$ cat src/rtl/cksum_dispatch_pkg.sv
// Shared definitions for the checksum dispatcher.
//   ADDR_BUS / DATA_BUS : operand bus widths
//   disp_state_e        : dispatcher FSM encodings (CKSUM_DISP_STATE_*)
//   desc_t              : one checksum descriptor
//   idx_w()             : index width for a table of n entries (min 1)
package cksum_dispatch_pkg;

  localparam int ADDR_BUS = 32;
  localparam int DATA_BUS = 32;

  typedef enum logic [2:0] {
    CKSUM_DISP_STATE_IDLE    = 3'd0,
    CKSUM_DISP_STATE_SCAN    = 3'd1,
    CKSUM_DISP_STATE_ISSUE   = 3'd2,
    CKSUM_DISP_STATE_WAIT    = 3'd3,
    CKSUM_DISP_STATE_RELEASE = 3'd4,
    CKSUM_DISP_STATE_FINISH  = 3'd5
  } disp_state_e;

  typedef struct packed {
    logic                valid;
    logic [ADDR_BUS-1:0] field_start;
    logic [DATA_BUS-1:0] field_len;
    logic [ADDR_BUS-1:0] dst_start;
  } desc_t;

  function automatic int idx_w(input int n);
    return (n > 1) ? $clog2(n) : 1;
  endfunction

endpackage

$ cat src/rtl/cksum_desc_table.sv
// Checksum descriptor table: one synchronous write port, one asynchronous
// read port. Only the valid bits are reset; descriptor data is don't-care
// until written.
//   clk, rst          : clock, synchronous active-high reset
//   we_i, wr_idx_i    : write strobe and index
//   wr_desc_i         : descriptor to store
//   rd_idx_i          : read index
//   rd_desc_o         : descriptor at rd_idx_i (combinational)
module cksum_desc_table
  import cksum_dispatch_pkg::*;
#(
  parameter int NUM_ENTRIES = 4,
  parameter int IDX_W       = idx_w(NUM_ENTRIES)
) (
  input  logic             clk,
  input  logic             rst,
  input  logic             we_i,
  input  logic [IDX_W-1:0] wr_idx_i,
  input  desc_t            wr_desc_i,
  input  logic [IDX_W-1:0] rd_idx_i,
  output desc_t            rd_desc_o
);

  // Padded to a power of two so every index value is in range.
  localparam int DEPTH = 1 << IDX_W;

  logic [DEPTH-1:0]    valid_q;
  logic [ADDR_BUS-1:0] fs_q [DEPTH];
  logic [DATA_BUS-1:0] fl_q [DEPTH];
  logic [ADDR_BUS-1:0] ds_q [DEPTH];

  always_ff @(posedge clk) begin
    if (rst) valid_q <= '0;
    else if (we_i) valid_q[wr_idx_i] <= wr_desc_i.valid;
  end

  always_ff @(posedge clk) begin
    if (we_i) begin
      fs_q[wr_idx_i] <= wr_desc_i.field_start;
      fl_q[wr_idx_i] <= wr_desc_i.field_len;
      ds_q[wr_idx_i] <= wr_desc_i.dst_start;
    end
  end

  always_comb begin
    rd_desc_o.valid       = valid_q[rd_idx_i];
    rd_desc_o.field_start = fs_q[rd_idx_i];
    rd_desc_o.field_len   = fl_q[rd_idx_i];
    rd_desc_o.dst_start   = ds_q[rd_idx_i];
  end

endmodule

$ cat src/rtl/cksum_dispatch.sv
// Checksum dispatcher: on pkt_start_i walks the descriptor table in
// ascending order and runs one checksum engine operation per valid entry,
// holding operands stable for the whole operation and bounding each wait.
//   clk, rst                       : clock, synchronous active-high reset
//   cfg_we_i/cfg_idx_i/cfg_valid_i : descriptor write (accepted only when idle)
//   cfg_field_start_i/len/dst      : descriptor contents
//   cfg_ack_o                      : pulse, write accepted
//   pkt_start_i                    : pulse, start a checksum pass
//   busy_o, done_o, timeout_o      : pass status
//   cksum_start_o, cksum_*_o       : engine request level and operands
//   cksum_ready_i                  : engine completion level
module cksum_dispatch
  import cksum_dispatch_pkg::*;
#(
  parameter int NUM_ENTRIES    = 4,
  parameter int TIMEOUT_CYCLES = 4096
) (
  input  logic                              clk,
  input  logic                              rst,
  input  logic                              cfg_we_i,
  input  logic [idx_w(NUM_ENTRIES)-1:0]     cfg_idx_i,
  input  logic                              cfg_valid_i,
  input  logic [ADDR_BUS-1:0]               cfg_field_start_i,
  input  logic [DATA_BUS-1:0]               cfg_field_len_i,
  input  logic [ADDR_BUS-1:0]               cfg_dst_start_i,
  output logic                              cfg_ack_o,
  input  logic                              pkt_start_i,
  output logic                              busy_o,
  output logic                              done_o,
  output logic                              timeout_o,
  output logic                              cksum_start_o,
  output logic [ADDR_BUS-1:0]               cksum_field_start_o,
  output logic [DATA_BUS-1:0]               cksum_field_len_o,
  output logic [ADDR_BUS-1:0]               cksum_dst_start_o,
  input  logic                              cksum_ready_i
);

  localparam int IDX_W = idx_w(NUM_ENTRIES);
  localparam int CNT_W = $clog2(TIMEOUT_CYCLES + 1);
  // idx carries one extra bit so it can reach NUM_ENTRIES (end of scan).
  localparam logic [IDX_W:0]   IDX_END = (IDX_W+1)'(NUM_ENTRIES);
  localparam logic [CNT_W-1:0] CNT_MAX = CNT_W'(TIMEOUT_CYCLES);

  disp_state_e         state_q, state_d;
  logic [IDX_W:0]      idx_q, idx_d;
  logic [CNT_W-1:0]    wcnt_q, wcnt_d, wcnt_inc;
  logic                timeout_q, timeout_d;
  logic                start_q, start_d;
  logic                ack_q;
  logic [ADDR_BUS-1:0] fs_q, fs_d;
  logic [DATA_BUS-1:0] fl_q, fl_d;
  logic [ADDR_BUS-1:0] ds_q, ds_d;

  logic  busy;
  logic  cfg_wr;
  logic  scan_end;
  logic  wait_expired;
  desc_t wr_desc, rd_desc;

  assign busy     = (state_q == CKSUM_DISP_STATE_SCAN)  ||
                    (state_q == CKSUM_DISP_STATE_ISSUE) ||
                    (state_q == CKSUM_DISP_STATE_WAIT)  ||
                    (state_q == CKSUM_DISP_STATE_RELEASE);
  assign cfg_wr   = cfg_we_i && !busy;
  assign scan_end = (idx_q == IDX_END);
  assign wr_desc  = '{cfg_valid_i, cfg_field_start_i, cfg_field_len_i, cfg_dst_start_i};

  // Saturating wait counter; expiry is judged on the post-increment value
  // so exactly TIMEOUT_CYCLES WAIT cycles elapse before giving up.
  assign wcnt_inc     = (wcnt_q == CNT_MAX) ? wcnt_q : wcnt_q + 1'b1;
  assign wait_expired = (wcnt_inc == CNT_MAX);

  // A write in the same idle cycle as pkt_start_i lands before the first
  // SCAN reads the table, so the pass sees the new entry.
  cksum_desc_table #(
    .NUM_ENTRIES (NUM_ENTRIES),
    .IDX_W       (IDX_W)
  ) u_table (
    .clk       (clk),
    .rst       (rst),
    .we_i      (cfg_wr),
    .wr_idx_i  (cfg_idx_i),
    .wr_desc_i (wr_desc),
    .rd_idx_i  (idx_q[IDX_W-1:0]),
    .rd_desc_o (rd_desc)
  );

  // State register plus datapath registers
  always_ff @(posedge clk) begin
    if (rst) begin
      state_q   <= CKSUM_DISP_STATE_IDLE;
      idx_q     <= '0;
      wcnt_q    <= '0;
      timeout_q <= 1'b0;
      start_q   <= 1'b0;
      ack_q     <= 1'b0;
      fs_q      <= '0;
      fl_q      <= '0;
      ds_q      <= '0;
    end else begin
      state_q   <= state_d;
      idx_q     <= idx_d;
      wcnt_q    <= wcnt_d;
      timeout_q <= timeout_d;
      start_q   <= start_d;
      ack_q     <= cfg_wr;
      fs_q      <= fs_d;
      fl_q      <= fl_d;
      ds_q      <= ds_d;
    end
  end

  // Next-state logic
  always_comb begin
    state_d = state_q;
    case (state_q)
      CKSUM_DISP_STATE_IDLE:    if (pkt_start_i) state_d = CKSUM_DISP_STATE_SCAN;
      CKSUM_DISP_STATE_SCAN: begin
        if (scan_end)           state_d = CKSUM_DISP_STATE_FINISH;
        else if (rd_desc.valid) state_d = CKSUM_DISP_STATE_ISSUE;
      end
      // ready may still be high from the previous operation; not sampled here
      CKSUM_DISP_STATE_ISSUE:   state_d = CKSUM_DISP_STATE_WAIT;
      CKSUM_DISP_STATE_WAIT:    if (cksum_ready_i || wait_expired) state_d = CKSUM_DISP_STATE_RELEASE;
      CKSUM_DISP_STATE_RELEASE: state_d = CKSUM_DISP_STATE_SCAN;
      CKSUM_DISP_STATE_FINISH:  state_d = CKSUM_DISP_STATE_IDLE;
      default:                  state_d = CKSUM_DISP_STATE_IDLE;
    endcase
  end

  // Datapath next values
  always_comb begin
    idx_d     = idx_q;
    wcnt_d    = wcnt_q;
    timeout_d = timeout_q;
    start_d   = start_q;
    fs_d      = fs_q;
    fl_d      = fl_q;
    ds_d      = ds_q;
    case (state_q)
      CKSUM_DISP_STATE_IDLE: begin
        if (pkt_start_i) begin
          idx_d     = '0;
          timeout_d = 1'b0;
        end
      end
      CKSUM_DISP_STATE_SCAN: begin
        if (!scan_end) begin
          if (rd_desc.valid) begin
            fs_d    = rd_desc.field_start;
            fl_d    = rd_desc.field_len;
            ds_d    = rd_desc.dst_start;
            start_d = 1'b1;
            wcnt_d  = '0;
          end else begin
            idx_d = idx_q + 1'b1;
          end
        end
      end
      CKSUM_DISP_STATE_WAIT: begin
        wcnt_d = wcnt_inc;
        if (cksum_ready_i) begin
          start_d = 1'b0;
        end else if (wait_expired) begin
          start_d   = 1'b0;
          timeout_d = 1'b1;
        end
      end
      CKSUM_DISP_STATE_RELEASE: idx_d = idx_q + 1'b1;
      default: ;
    endcase
  end

  // Outputs
  always_comb begin
    busy_o              = busy;
    done_o              = (state_q == CKSUM_DISP_STATE_FINISH);
    timeout_o           = timeout_q;
    cfg_ack_o           = ack_q;
    cksum_start_o       = start_q;
    cksum_field_start_o = fs_q;
    cksum_field_len_o   = fl_q;
    cksum_dst_start_o   = ds_q;
  end

endmodule
$ cat config.mk
export PLATFORM = sky130hd
export DESIGN_NAME = cksum_dispatch
export DESIGN_NICKNAME = d
export VERILOG_FILES = /design/src/rtl/cksum_dispatch_pkg.sv /design/src/rtl/cksum_desc_table.sv /design/src/rtl/cksum_dispatch.sv
export SDC_FILE = /design/constraint.sdc
export NUM_CORES = 1
export LEC_CHECK = 0
export CAP_MARGIN = 10
export CORE_AREA = 3 3 196 198
export DETAILED_ROUTE_END_ITERATION = 8
export DIE_AREA = 0 0 199 201
export MAX_ROUTING_LAYER = met4
export PLACE_DENSITY = 0.82
export SYNTH_ARGS = -nofsm -noshare
export SYNTH_HDL_FRONTEND = slang
export SYNTH_SLANG_ARGS = --single-unit
$ cat constraint.sdc
create_clock -name clk -period 13.8 [get_ports clk]
set_input_delay 3.45 -clock clk [delete_from_list [all_inputs] [get_ports clk]]
set_output_delay 3.45 -clock clk [all_outputs]
set_load 0.01 [all_outputs]
==> results.yml <==
synth:
  ys_warn_count: 0
  synth_edf_count: 384
  synth_cells: 1133
  syn-num-nets: 1241
  ys_types: 47
  synthFlopType: "edfxtp_1"
  synth_area_mm2: 0.01870
  async_flop_share_pct: 0
  ys_seq_area_share_pct: 74.72
  ys_ff_latch: 506
  postSynthAreaPerCell_um2: 16.51
layout:
  layout.nets: 1437
  layout-drive-gt1-share_pct: 15.11
  layout_common_cells: "edfxtp_1, nand2_1, clkdlybuf4s50_1"
  area_delta_synth_final_pct: 22.09
  mostFrequentLayoutCell: "edfxtp_1"
detailed_routing:
  viasPerCell: 5.578
  vias: 10292
  drt-initial-drc-count: 778
  drtAntennaViolNets: 0
  totalWireLength_um: 39020
  wl_per_cell_um: 21.15
  drcViolationCount: 0
  dr.pass1.iters: 5
sta:
  rsz0062_at_grt: "no"
  final_max_slew_viol_count: 0
  hold_viol_final: 0
  slew_headroom_pct: 25.18
  fin_skew_ns: 0.01633
  max_freq_mhz: 177.0
  finalSetupTns_ns: 0
  period_share_pct: 40.94
  setup_violations: 0
  worstMarginPinSlew_ns: 1.122
  final.min_clock_period_ns: 5.650
hold_path:
  hold_depth: 2
  hold_path_class: "reg -> reg"
cts:
  insertion_delay_ns: 0.55
  cts.repair.resized: 0
  postCtsHoldBufs: 0
  clock-sinks: 506
  postCtsSetupRepairBufs: 0
  cts_tree: "done"
  htree_levels: 2
  cts_buffers: 49
  root_buffer: "clkbuf_16"
  clockBufferDepth: 3
  clk_pin_slew_ns: 0.07
grt:
  grt_pass1_vias: 10617
  grt_start_max_net_pins: 86
  antenna_found_initial: 6
  grt.total_usage_pct: 20.26
  overflow: 0
  grt_pass1_wl_um: 60870
pwr:
  p_per_area_mw_per_mm2: 144.8
  leakagePower_nw: 7.120
  vdd.ir_drop.worst_uv: 98.64
  p_total_mw: 3.305
floorplan:
  die_area_mm2: 0.04000
  start_util_pct: 50.96
  fp.dieW_um: 199
  num_rows: 70
  core-area_mm2: 0.03670
  fp.dieH_um: 201
  io_pins: 205
critical_path:
  cp_cell_sequence: "nor2_1, xnor2_1, clkdlybuf4s50_1"
  critPathCaptureType: "output port"
  cp-start-kind: "register"
  slowest_delay_ns: 0.61
  crit_cells: 3
  critical_path_class: "reg -> out"
  critPathTopFamily: "flip-flops"
  arrival_ns: 2.20
  crit_slowest_cell: "dfxtp_1"
  crit_buf_inv: 1
  worst-path-max-fanout: 12
  r2r_cells: 7
  cp.required_ns: 10.35
placed_design:
  place.detailed.hpwl_um: 23100
  io_buffers: 204
  place.gp.congestion: 0.7696
run_status:
  outcome: "finished, final reports clean"
run:
  drv_cap: 0
[through the flow]
stage / hold WS, ns / std cells / util (%) / worst slack (ns) / area, µm²
after global placement: 0.4428 / 1746 / 57.65 / 7.665 / 21160
after global routing: 0.4774 / 1845 / 62.21 / 8.069 / 22830
after detailed placement: 0.4484 / 1746 / 57.65 / 7.650 / 21160
after CTS: 0.4583 / 1838 / 62.17 / 8.159 / 22810
after floorplan: 0.4548 / 1133 / - / 2.423 / 18700
final: 0.4550 / 1845 / 62.21 / 8.150 / 22830
[state kept, by name (all words and copies together) (netlist names), 3 cells and up]
name	flops
u_table.valid_q	4
cksum_field_len_o	32
idx_q	3
u_table.fs_q	128
u_table.fl_q	128
cksum_field_start_o	32
cksum_dst_start_o	32
u_table.ds_q	128
state_q	3
wcnt_q	13
[synthesized netlist by cell type, drive strengths merged, types with 2 or more instances]
master	number	area, µm²
edfxtp	384	11530
nand2	209	784.5
dfxtp	122	2442
a21oi	110	554.3
mux4	97	2185
clkbuf	42	157.7
nor2	33	126.4
buf	29	145.1
nor3	10	55.05
o21ai	10	50.05
inv	9	33.78
a311oi	6	52.55
nand3	6	40.04
nor4	6	37.54
a31oi	5	31.28
and3	5	31.28
nand2b	5	31.28
ha	4	50.05
mux2i	4	40.04
nand4	4	31.28
xnor2	4	35.03
xor2	4	35.03
nor4b	3	26.28
a211o	2	17.52
a22oi	2	15.01
nand3b	2	15.01
nor2b	2	12.51
o22ai	2	12.51
or3	2	17.52
[layout make-up]
| cell class | count | area [µm²] |
|---|---|---|
| Sequential cell | 506 | 13980 |
| Fill cell | 2553 | 13870 |
| Multi-Input combinational cell | 547 | 4424 |
| Timing Repair Buffer | 216 | 2130 |
| Clock buffer | 65 | 1369 |
| Tap cell | 468 | 585.6 |
| Clock inverter | 27 | 287.8 |
| Inverter | 9 | 36.28 |
| Antenna cell | 7 | 17.52 |
[worst paths after layout]
path | startpoint | to | slack (ns)
setup / recovery | state_q[1]$_SDFFE_PP0P_ | busy_o | 8.15
hold / removal | cksum_field_len_o[8]$_SDFFE_PP0P_ | cksum_field_len_o[8]$_SDFFE_PP0P_ | 0.45
setup reg to reg | idx_q[1]$_SDFFE_PP0P_ | wcnt_q[7]$_SDFFE_PP0P_ | 10.07
hold reg to reg | cksum_field_len_o[8]$_SDFFE_PP0P_ | cksum_field_len_o[8]$_SDFFE_PP0P_ | 0.45
[worst reg2reg max path, cell delays in order (launching register included)]
cell and delay, ns:
dfxtp_4 0.66, buf_4 0.86, mux4_2 0.49, nand2_1 0.16, a21oi_1 0.87, o21ai_0 0.22
a22oi_1 0.24, nor2_1 0.06
[cells by family after synthesis]
kind of cell,count (synthesis),synth area share (%)
buffers and inverters,80,1.800
xor gates and xnor gates,8,0.3746
muxes,102,11.96
and+or+nand+nor,291,6.644
DFF,506,74.72
adders and majority gates,4,0.2676
AOI/OAI and AO/OA,142,4.235
[power by group]
group          switching (mW)  leakage [nW]  internal (mW)
Sequential             0.0316          4.49           1.70
Clock                   0.550         0.822          0.797
Combinational           0.112          1.81          0.112
[metal layers]
metal / up-vias / track usage, % / share of wire (%)
met5: - / - / 0
met4: 0 / 5.447 / 2.0
met3: 63 / 4.582 / 6.7
met2: 326 / 31.05 / 48
met1: 5201 / 27.85 / 43
li1: 4702 / - / -
No activity file was read; power rests on OpenSTA's default activity.
